===== config.mk =====
export PLATFORM = sky130hd
export DESIGN_NAME = sigmoid_arbiter
export DESIGN_NICKNAME = d
export VERILOG_FILES = /design/src/rtl/sigmoid_arbiter.sv
export SDC_FILE = /design/constraint.sdc
export NUM_CORES = 1
export LEC_CHECK = 0
export ABC_AREA = 1
export BUFFER_PORTS_ARGS = -buffer_cell sky130_fd_sc_hd__buf_2
export CAP_MARGIN = 10
export CORE_ASPECT_RATIO = 0.75
export CORE_MARGIN = 2
export CORE_UTILIZATION = 48
export CTS_CLUSTER_DIAMETER = 200
export DETAILED_ROUTE_END_ITERATION = 12
export PLACE_DENSITY = 0.83
export SETUP_SLACK_MARGIN = 0.2
export SYNTH_ARGS = -nofsm -noshare
export SYNTH_HDL_FRONTEND = slang
export SYNTH_SLANG_ARGS = --single-unit

===== constraint.sdc =====
create_clock -name clk -period 3 [get_ports clk]
set_input_delay 0.15 -clock clk [delete_from_list [all_inputs] [get_ports clk]]
set_output_delay 0.15 -clock clk [all_outputs]
set_load 0.01 [all_outputs]

===== src/rtl/sigmoid_arbiter.sv =====
`default_nettype none
// ============================================================================
// Module      : sigmoid_arbiter
// Description : Credit-based round-robin arbiter sharing one fixed-latency,
//               in-order sigmoid unit among NREQ requesters.
// Revision    : 1.0 - initial release
// ============================================================================
module sigmoid_arbiter #(
    parameter int NREQ    = 4,
    parameter int SIG_LAT = 2,
    parameter int CREDITS = 2
) (
    input  logic                 clk,
    input  logic                 rst,
    input  logic [NREQ-1:0]      req_valid,
    input  logic [16*NREQ-1:0]   req_x,
    output logic [NREQ-1:0]      req_ready,
    output logic [15:0]          sig_x_out,
    output logic                 sig_valid_out,
    input  logic [15:0]          sig_y_in,
    input  logic                 sig_valid_in,
    output logic [NREQ-1:0]      rsp_valid,
    output logic [16*NREQ-1:0]   rsp_y,
    input  logic [NREQ-1:0]      rsp_ready,
    output logic                 err,
    output logic                 busy
);

    localparam int c_IDX_W     = (NREQ > 1) ? $clog2(NREQ) : 1;
    localparam int c_TAG_DEPTH = (SIG_LAT + 2 > 4) ? (SIG_LAT + 2) : 4;
    localparam int c_TAG_PW    = $clog2(c_TAG_DEPTH);
    localparam int c_TAG_CW    = $clog2(c_TAG_DEPTH + 1);
    localparam int c_CRED_W    = $clog2(CREDITS + 1);
    localparam int c_RSP_PW    = (CREDITS > 1) ? $clog2(CREDITS) : 1;

    // ------------------------------------------------------------------
    // Arbitration
    // ------------------------------------------------------------------
    logic [c_IDX_W-1:0]  r_rr_ptr;
    logic [NREQ-1:0]     w_eligible;
    logic                w_grant_valid;
    logic [c_IDX_W-1:0]  w_grant_idx;
    logic                w_xfer;
    logic                w_tag_full;
    int                  w_scan;

    always_comb begin
        w_grant_valid = 1'b0;
        w_grant_idx   = '0;
        w_scan        = 0;
        for (int k = 0; k < NREQ; k++) begin
            w_scan = int'(r_rr_ptr) + k;
            if (w_scan >= NREQ) begin
                w_scan = w_scan - NREQ;
            end
            if (!w_grant_valid && w_eligible[w_scan]) begin
                w_grant_valid = 1'b1;
                w_grant_idx   = c_IDX_W'(w_scan);
            end
        end
    end

    // Reset masks the accept so nothing is granted on a reset edge.
    assign w_xfer = w_grant_valid && !rst;

    always_comb begin
        req_ready = '0;
        if (w_xfer) begin
            req_ready[w_grant_idx] = 1'b1;
        end
    end

    always_ff @(posedge clk) begin
        if (rst) begin
            r_rr_ptr <= '0;
        end else if (w_xfer) begin
            r_rr_ptr <= (w_grant_idx == c_IDX_W'(NREQ - 1)) ? '0
                                                             : w_grant_idx + c_IDX_W'(1);
        end
    end

    // ------------------------------------------------------------------
    // Issue stage
    // ------------------------------------------------------------------
    logic        r_issue_valid;
    logic [15:0] r_issue_x;

    always_ff @(posedge clk) begin
        if (rst) begin
            r_issue_valid <= 1'b0;
            r_issue_x     <= '0;
        end else begin
            r_issue_valid <= w_xfer;
            if (w_xfer) begin
                r_issue_x <= req_x[16*int'(w_grant_idx) +: 16];
            end
        end
    end

    assign sig_valid_out = r_issue_valid;
    assign sig_x_out     = r_issue_x;

    // ------------------------------------------------------------------
    // Tag FIFO: tags are pushed at the transfer edge so the tag is already
    // present while the operand sits in the issue stage.
    // ------------------------------------------------------------------
    logic [c_IDX_W-1:0]  r_tag_mem [c_TAG_DEPTH];
    logic [c_TAG_PW-1:0] r_tag_wr;
    logic [c_TAG_PW-1:0] r_tag_rd;
    logic [c_TAG_CW-1:0] r_tag_cnt;
    logic                w_tag_pop;
    logic                w_tag_empty;
    logic [c_IDX_W-1:0]  w_tag_head;

    assign w_tag_empty = (r_tag_cnt == '0);
    assign w_tag_full  = (r_tag_cnt == c_TAG_CW'(c_TAG_DEPTH));
    assign w_tag_pop   = sig_valid_in && !w_tag_empty;
    assign w_tag_head  = r_tag_mem[r_tag_rd];

    always_ff @(posedge clk) begin
        if (rst) begin
            r_tag_wr  <= '0;
            r_tag_rd  <= '0;
            r_tag_cnt <= '0;
            for (int j = 0; j < c_TAG_DEPTH; j++) begin
                r_tag_mem[j] <= '0;
            end
        end else begin
            if (w_xfer) begin
                r_tag_mem[r_tag_wr] <= w_grant_idx;
                r_tag_wr <= (r_tag_wr == c_TAG_PW'(c_TAG_DEPTH - 1)) ? '0
                                                                      : r_tag_wr + c_TAG_PW'(1);
            end
            if (w_tag_pop) begin
                r_tag_rd <= (r_tag_rd == c_TAG_PW'(c_TAG_DEPTH - 1)) ? '0
                                                                      : r_tag_rd + c_TAG_PW'(1);
            end
            if (w_xfer && !w_tag_pop) begin
                r_tag_cnt <= r_tag_cnt + c_TAG_CW'(1);
            end else if (!w_xfer && w_tag_pop) begin
                r_tag_cnt <= r_tag_cnt - c_TAG_CW'(1);
            end
        end
    end

    // A result with no outstanding tag has no owner: drop it and flag.
    always_ff @(posedge clk) begin
        if (rst) begin
            err <= 1'b0;
        end else if (sig_valid_in && w_tag_empty) begin
            err <= 1'b1;
        end
    end

    // ------------------------------------------------------------------
    // Per-requester credits and response FIFOs
    // ------------------------------------------------------------------
    genvar gi;
    generate
        for (gi = 0; gi < NREQ; gi++) begin : g_req
            localparam logic [c_IDX_W-1:0] c_IDX = c_IDX_W'(gi);

            logic [c_CRED_W-1:0] r_credit;
            logic [15:0]         r_mem [CREDITS];
            logic [c_RSP_PW-1:0] r_wr;
            logic [c_RSP_PW-1:0] r_rd;
            logic [c_CRED_W-1:0] r_cnt;
            logic                w_dec;
            logic                w_pop;
            logic                w_push;

            assign w_dec  = w_xfer && (w_grant_idx == c_IDX);
            assign w_pop  = (r_cnt != '0) && rsp_ready[gi];
            assign w_push = w_tag_pop && (w_tag_head == c_IDX)
                            && ((r_cnt != c_CRED_W'(CREDITS)) || w_pop);

            assign w_eligible[gi]     = req_valid[gi] && (r_credit != '0) && !w_tag_full;
            assign rsp_valid[gi]      = (r_cnt != '0);
            assign rsp_y[16*gi +: 16] = r_mem[r_rd];

            always_ff @(posedge clk) begin
                if (rst) begin
                    r_credit <= c_CRED_W'(CREDITS);
                end else if (w_dec && !w_pop && (r_credit != '0)) begin
                    r_credit <= r_credit - c_CRED_W'(1);
                end else if (!w_dec && w_pop && (r_credit != c_CRED_W'(CREDITS))) begin
                    r_credit <= r_credit + c_CRED_W'(1);
                end
            end

            always_ff @(posedge clk) begin
                if (rst) begin
                    r_wr  <= '0;
                    r_rd  <= '0;
                    r_cnt <= '0;
                    for (int j = 0; j < CREDITS; j++) begin
                        r_mem[j] <= '0;
                    end
                end else begin
                    if (w_push) begin
                        r_mem[r_wr] <= sig_y_in;
                        r_wr <= (r_wr == c_RSP_PW'(CREDITS - 1)) ? '0 : r_wr + c_RSP_PW'(1);
                    end
                    if (w_pop) begin
                        r_rd <= (r_rd == c_RSP_PW'(CREDITS - 1)) ? '0 : r_rd + c_RSP_PW'(1);
                    end
                    if (w_push && !w_pop) begin
                        r_cnt <= r_cnt + c_CRED_W'(1);
                    end else if (!w_push && w_pop) begin
                        r_cnt <= r_cnt - c_CRED_W'(1);
                    end
                end
            end
        end
    endgenerate

    // The tag FIFO already covers the issue stage; it is listed for clarity.
    assign busy = !w_tag_empty || r_issue_valid || (|rsp_valid);

endmodule
`default_nettype wire


Yosys cells after proc, flatten, opt, wreduce, memory -nomap -nowiden
Memories as Yosys holds them, arrays and structs flattened. A register that Yosys moved wholly into a read port is not among the register bits.
Index checks and enable logic that the tools add are counted.

word-level totals
  register bits after elaboration = 51
  memory bits (writable) = 136
  input bits = 91
  output and inout bits = 91
  word-level logic and storage cells = 299
  memories kept = 5

memory list
  name            depth  width  read ports  clocked after memory_dff  wr ports  RTL line  RTL
  g_req[0].r_mem  2      16     1           1                         2         164       logic [15:0] r_mem [CREDITS];
  g_req[1].r_mem  2      16     1           1                         2         164
  g_req[2].r_mem  2      16     1           1                         2         164
  g_req[3].r_mem  2      16     1           1                         2         164
  r_tag_mem       4      2      1           1                         4         107       logic [c_IDX_W-1:0] r_tag_mem [c_TAG_DEPTH];

operators by class
  $add $sub $neg = 36
  magnitude comparators = 10
  eq/ne operators = 17
  shifts and indexed selects = 1
  muxes and demuxes = 98
  reductions and logical operators = 109

operator list
  cell                                                                    number
  32-bit by 4-bit < comparator with 1-bit output (second input constant)  4
  32-bit 2-to-1 mux                                                       4
  16-bit 2-to-1 mux                                                       4
  16-bit OR reduction                                                     4
  64-bit by 7-bit variable part select with 16-bit output                 1
  1-bit logical AND                                                       57
  1-bit 2-to-1 mux                                                        55
  2-bit 2-to-1 mux                                                        27
  2-bit nonzero test                                                      17
  2-bit by 1-bit adder with 2-bit output (second input constant)          11
  1-bit zero test                                                         20
  2-bit != test (second input constant)                                   8
  2-bit by 1-bit subtractor with 2-bit output (second input constant)     8
  2-bit == test (second input constant)                                   6
  3-bit by 3-bit subtractor with 4-bit output (second input constant)     3
  3-bit >= comparator (second input constant)                             3
  1-bit adder (second input constant)                                     8
  1-bit binary-select mux with 2-bit select                               4
  2-bit by 2-bit adder with 3-bit output (second input constant)          2
  1-bit logical OR                                                        6
  3-bit 2-to-1 mux                                                        2
  2-bit by 1-bit == test with 1-bit output (second input constant)        2
  2-bit zero test                                                         2
  4-bit 2-to-1 mux                                                        1
  other kinds (12)                                                        12

Logic depth before layout (Yosys ltp)
  word-level depth = 23
  mapped depth = 21
  depth with buffers taken out = 19

Worst setup path after synthesis
No wires, ideal clock.

  path type = reg2reg
  from = reg r_tag_cnt[0]
  to = reg r_tag_cnt[2]
  setup time = 0.122 ns
  arrival = 2.462 ns
  required time = 2.878 ns
  setup slack = 0.416 ns
  stages on the path, launching flop included = 17
  path buffers = 1
  period minus slack after synthesis = 2.584 ns
  cell sequence = dfxtp_1 > nor2_4 > nand2_2 > nand3_1 > nand3_1 > nand2_1 > nand4_4 > nand2_2 > inv_2 > buf_2 > ha_1 > inv_1 > fa_1 > a21oi_1 > o21ai_0 > o21ai_0 > a21oi_1

on the way
  cells in the longest elaborated chain, start to end = 20
  elaborated cells between the ends (all ways) = 41
  classes of those cells = add/sub: 2; eq/ne: 1; mux: 18; reduce/logical: 20

ends and longest elaborated chain
  what                                                  RTL line  RTL
  from (decl)                                           110       logic [c_TAG_CW-1:0] r_tag_cnt;
  from (signal assigned)                                139       r_tag_cnt <= r_tag_cnt + c_TAG_CW'(1);
  from (signal assigned)                                141       r_tag_cnt <= r_tag_cnt - c_TAG_CW'(1);
  3-bit == test (*)                                     116       assign w_tag_full = (r_tag_cnt == c_TAG_CW'(c_TAG_DEPTH));
  1-bit zero test (*)                                   177       assign w_eligible[gi] = req_valid[gi] && (r_credit != '0) && !w_tag_full;
  1-bit logical AND                                     177
  1-bit binary-select mux with 2-bit select             56        if (!w_grant_valid && w_eligible[w_scan]) begin
  1-bit 2-to-1 mux (not written as such) (2 in series)  56
  1-bit 2-to-1 mux                                      56
  1-bit zero test                                       56
  1-bit logical AND                                     56
  (+4 left out)                                         --
  1-bit zero test                                       56
  1-bit logical AND                                     56
  1-bit 2-to-1 mux (*)                                  56
  1-bit logical AND (*)                                 64        assign w_xfer = w_grant_valid && !rst;
  net w_xfer                                            43        logic w_xfer;
  1-bit zero test                                       140       end else if (!w_xfer && w_tag_pop) begin
  1-bit logical AND                                     140
  2-bit nonzero test (no line)                          --

Mark *: on every way through the listed nets, which the timed path passes. The rest lies on a longest branch. The select of a mux whose other input is x is not followed.
A chain may end at the register's enable or synchronous reset.

Worst setup path after layout
  from = reg r_tag_cnt[0]
  to = out req_ready[3]

on the way
  cells in the longest elaborated chain, start to end = 21
  elaborated cells between the ends (all ways) = 39
  classes of those cells = order compare: 2; eq/ne: 1; mux: 23; reduce/logical: 13

ends and longest elaborated chain
  what                                                                                                                                          RTL line  RTL
  3-bit == test (*)                                                                                                                             116
  1-bit zero test (*)                                                                                                                           177
  1-bit logical AND                                                                                                                             177
  1-bit binary-select mux with 2-bit select                                                                                                     56
  1-bit 2-to-1 mux (not written as such) (2 in series)                                                                                          56
  1-bit 2-to-1 mux                                                                                                                              56
  1-bit zero test                                                                                                                               56
  1-bit logical AND                                                                                                                             56
  (+4 left out)                                                                                                                                 --
  1-bit zero test                                                                                                                               56
  1-bit logical AND                                                                                                                             56
  2-bit 2-to-1 mux                                                                                                                              56
  2-bit by 3-bit < comparator with 1-bit output (not written as such) / 2-bit by 1-bit >= comparator with 1-bit output (equally long branches)  69        req_ready[w_grant_idx] = 1'b1;
  1-bit logical AND (not written as such)                                                                                                       69
  1-bit 2-to-1 mux (not written as such)                                                                                                        69
  1-bit demux with 2-bit select                                                                                                                 69
  4-bit 2-to-1 mux (*)                                                                                                                          68        if (w_xfer) begin
  to (decl)                                                                                                                                     17        output logic [NREQ-1:0] req_ready,

Every way passes the cells marked *; elsewhere a longest branch is shown, timed or not. The select of a mux whose other input is x is not followed.

==> impl_metrics.tcl <==
set metrics [dict create \
    pwr-share-comb 0.429 \
    tritoncts "done" \
    r2r_end "r_tag_cnt[2]$_SDFFE_PP0P_" \
    pwr-share-clk 0.220 \
    synth_top_cell_by_area "edfxtp_1" \
    io_buffers 181 \
    antenna_found_initial 0 \
    hold_viol 0 \
    dr_total_vias 7163 \
    ys_ff_latch 193 \
    syn_nets 1016 \
    core_area_mm2 0.0184 \
    grt_first_pass_wirelength_mm 33.0 \
    max_freq_ghz 0.373 \
    top_usage_layer "met2" \
    power.density_mw_per_mm2 989 \
    arrival_ns 2.53 \
    min_from "req_x[41]" \
    hold_depth 5 \
    swShare 0.416 \
    ir_drop_v 0.000638 \
    crit_required_ns 2.85 \
    finalSetupTns_ns 0 \
    clock-sinks 193 \
    multi_input_area_mm2 0.00331 \
    synth_top_cell_area_share 0.455 \
    dieArea_mm2 0.0198 \
    setup_viol 0 \
    critPathLaunch "r_tag_cnt[0]$_SDFFE_PP0P_" \
    syn2layout_area_growth_pct 21.2 \
    fill_cells 1481 \
    crit_path_start_kind "flip-flop" \
    place_area_mm2 0.0101 \
    ant_nets 0 \
    regArea_mm2 0.00524 \
    rsz0062_at_grt "false" \
    r2r_start "g_req[0].r_credit[0]$_SDFFE_PP0P_" \
    netlist_instances 913 \
    cp-end-kind "output port" \
    slew_headroom 0.499 \
    firstDrtPassIters 5 \
    clock_latency_ns 0.44 \
    use_met2 0.359 \
    dp.final_hpwl_mm 14.8 \
    ys_top_cells_by_area "edfxtp_1 (46%), dfxtp_1 (13%), mux2_2 (8.0%), nor2_1 (7.3%), nand3_1 (7.2%)" \
    period_needed_ns 2.68 \
    gp_congestion 0.839 \
    drc 0 \
    r2r_cells 15 \
    synth_warnings 0 \
    grt_usage 0.212 \
    cts-htree-levels 4 \
    max_cap_violations 0 \
    holdCritPathClass "in -> reg" \
    seqPwrFrac 0.352 \
    ys_types 35 \
    grtUsageMet1 0.274 \
    drive_gt1_frac 0.308 \
    p_leak_nw 5.00 \
    clk_pin_slew_worst_paths_ns 0.08 \
    grt_max_degree 38 \
    synthesis.area_mm2 0.00897 \
    io_pins 182 \
    drt_iter0_drc 693 \
    finalClockSkew_ns 0.0112 \
    cts_made_buffers 17 \
    fp.dieH_um 122 \
    regToRegSetupSlack_ns 0.41 \
    slew_violations 0 \
    switchingPower_mw 4.47 \
    antennaDiodeCount 0 \
    overflow 0 \
    min_period_over_period 0.893 \
    clockBufferDepth 2 \
    final_nets 1198 \
    cts.root.buffer_cell "clkbuf_16" \
    crit_fanout 8 \
    status "complete, no violations" \
    initial_core_util 0.487 \
    grt_pass1_vias 6759 \
    synth-seq-area-share 0.583 \
    p_int_mw 6.28 \
    die_x_um 162 \
    grt_use_met3 0.0389 \
    rows 43 \
    syn_avg_cell_area_um2 9.82 \
    post_drt_wl_per_cell_um 15.7 \
    fin_area_mm2 0.0109 \
    tightest_slew_ns 0.750 \
    avgViaCountPerCell 5.29 \
    routed_wl_mm 21.3 \
    crit_type "reg -> out" \
    holdPathEnd "sig_x_out[9]$_SDFFE_PP0P_" \
]
[placed cells by master, fill, tap and decap left out, types with 2 or more instances in the layout]
| cell type | instances |
|---|---|
| o21ai_0 | 20 |
| nand2_1 | 137 |
| xor2_1 | 4 |
| nor3_2 | 2 |
| nor2_2 | 3 |
| clkinv_1 | 5 |
| clkbuf_16 | 17 |
| inv_12 | 4 |
| nand3_1 | 122 |
| dfxtp_2 | 8 |
| nand2_2 | 5 |
| dfxtp_1 | 49 |
| nand4_1 | 7 |
| edfxtp_1 | 136 |
| o21ai_1 | 4 |
| nor3_1 | 5 |
| nor2_1 | 172 |
| nand3_2 | 8 |
| buf_4 | 20 |
| clkinv_8 | 6 |
| inv_2 | 7 |
| inv_1 | 68 |
| nand2_4 | 4 |
| inv_8 | 4 |
| mux2_2 | 64 |
| ha_1 | 10 |
| a21oi_1 | 22 |
| buf_2 | 181 |
[through the flow]
stage | utilization | std cells | power (mW) | hold WS (ns) | worst slack [ns]
floorplan | - | 913 | 7.05 | 0.310 | 0.416
global placement | 0.549 | 1318 | 8.02 | 0.433 | 0.524
detailed placement | 0.549 | 1318 | 8.19 | 0.433 | 0.452
CTS | 0.585 | 1351 | 10.6 | 0.0122 | 0.216
global route | 0.590 | 1355 | 11.5 | 0.0353 | 0.145
finish | 0.590 | 1355 | 10.7 | 0.0172 | 0.320
[per-layer routing]
metal,up-vias,wire [um]
li1,3450,-
met1,3414,8910
met2,261,10600
met3,38,1320
met4,0,507
met5,-,0
[power groups by stage]
stage / sequential [mW] / combinational [mW] / clock, mW
2_1_floorplan: 3.70 / 3.35 / 0
4_1_cts: 3.76 / 4.43 / 2.38
5_1_grt: 3.83 / 5.16 / 2.49
3_5_place_dp: 3.81 / 4.38 / 0
6_report: 3.78 / 4.60 / 2.36
3_3_place_gp: 3.78 / 4.25 / 0
[synthesized netlist by cell type (all sizes together)]
library cell / number
nor2: 177
nand2: 146
edfxtp: 136
nand3: 130
inv: 75
mux2: 64
dfxtp: 57
o21ai: 25
a21oi: 22
clkbuf: 22
buf: 17
ha: 11
nand4: 8
nor3: 7
clkinv: 5
xor2: 4
a32o: 1
fa: 1
nor4: 1
o211a: 1
o22ai: 1
o31ai: 1
xnor2: 1
[area by class of cell]
type,count,area share
clock buffer,17,0.0392
clock inverter,15,0.0199
inverter,80,0.0276
multi-input combinational,601,0.305
sequential,193,0.482
tap,247,0.0284
timing repair buffer,202,0.0981
[state kept, by name, summed over array words and instances (netlist names), named ones only]
register	count
r_tag_rd	2
sig_x_out	16
g_req.r_cnt	8
g_req.r_wr	4
r_tag_cnt	3
g_req.r_mem	128
g_req.r_credit	8
r_rr_ptr	2
r_tag_wr	2
g_req.r_rd	4
err	1
r_tag_mem	8
sig_valid_out	1
[kinds of logic after synthesis]
family | after synthesis | share of synthesized area
buffers and inverters | 119 | 0.0548
flip-flops | 193 | 0.583
AND/OR/NAND/NOR | 469 | 0.227
multiplexers | 64 | 0.0804
adder cells (fa/ha/maj) | 12 | 0.0176
AO/OA/AOI/OAI | 51 | 0.0313
XOR/XNOR | 5 | 0.00572
[worst max path at each step]
| stage | to | slack, ns |
|---|---|---|
| after floorplan | r_tag_cnt[2]$_SDFFE_PP0P_ | 0.42 |
| after global placement | r_tag_cnt[2]$_SDFFE_PP0P_ | 0.52 |
| after detailed placement | r_tag_cnt[2]$_SDFFE_PP0P_ | 0.45 |
| after CTS | req_ready[1] | 0.22 |
| after global routing | req_ready[1] | 0.14 |
| final | req_ready[3] | 0.32 |
[what timing repair did]
action / in CTS / in global routing
pin swaps: 0 / 4
buffers inserted: 0 / 4
hold endpoints to repair: 1 / 0
hold buffers: 1 / 0
gates resized for setup: 1 / 23
setup endpoints to repair: 4 / 5
[worst max-delay path, cell delays in order, from the launching register on]
cell and delay (ns):
dfxtp_2 0.36, nor2_4 0.16, nand2_4 0.11, nand3_1 0.18, nand3_1 0.16, o21ai_4 0.12
nand3_1 0.13, nand2_2 0.12, nand2_4 0.10, inv_2 0.09, ha_1 0.23, nand3_2 0.12
inv_1 0.08, buf_2 0.12
Power figures use the tool's default switching activity.
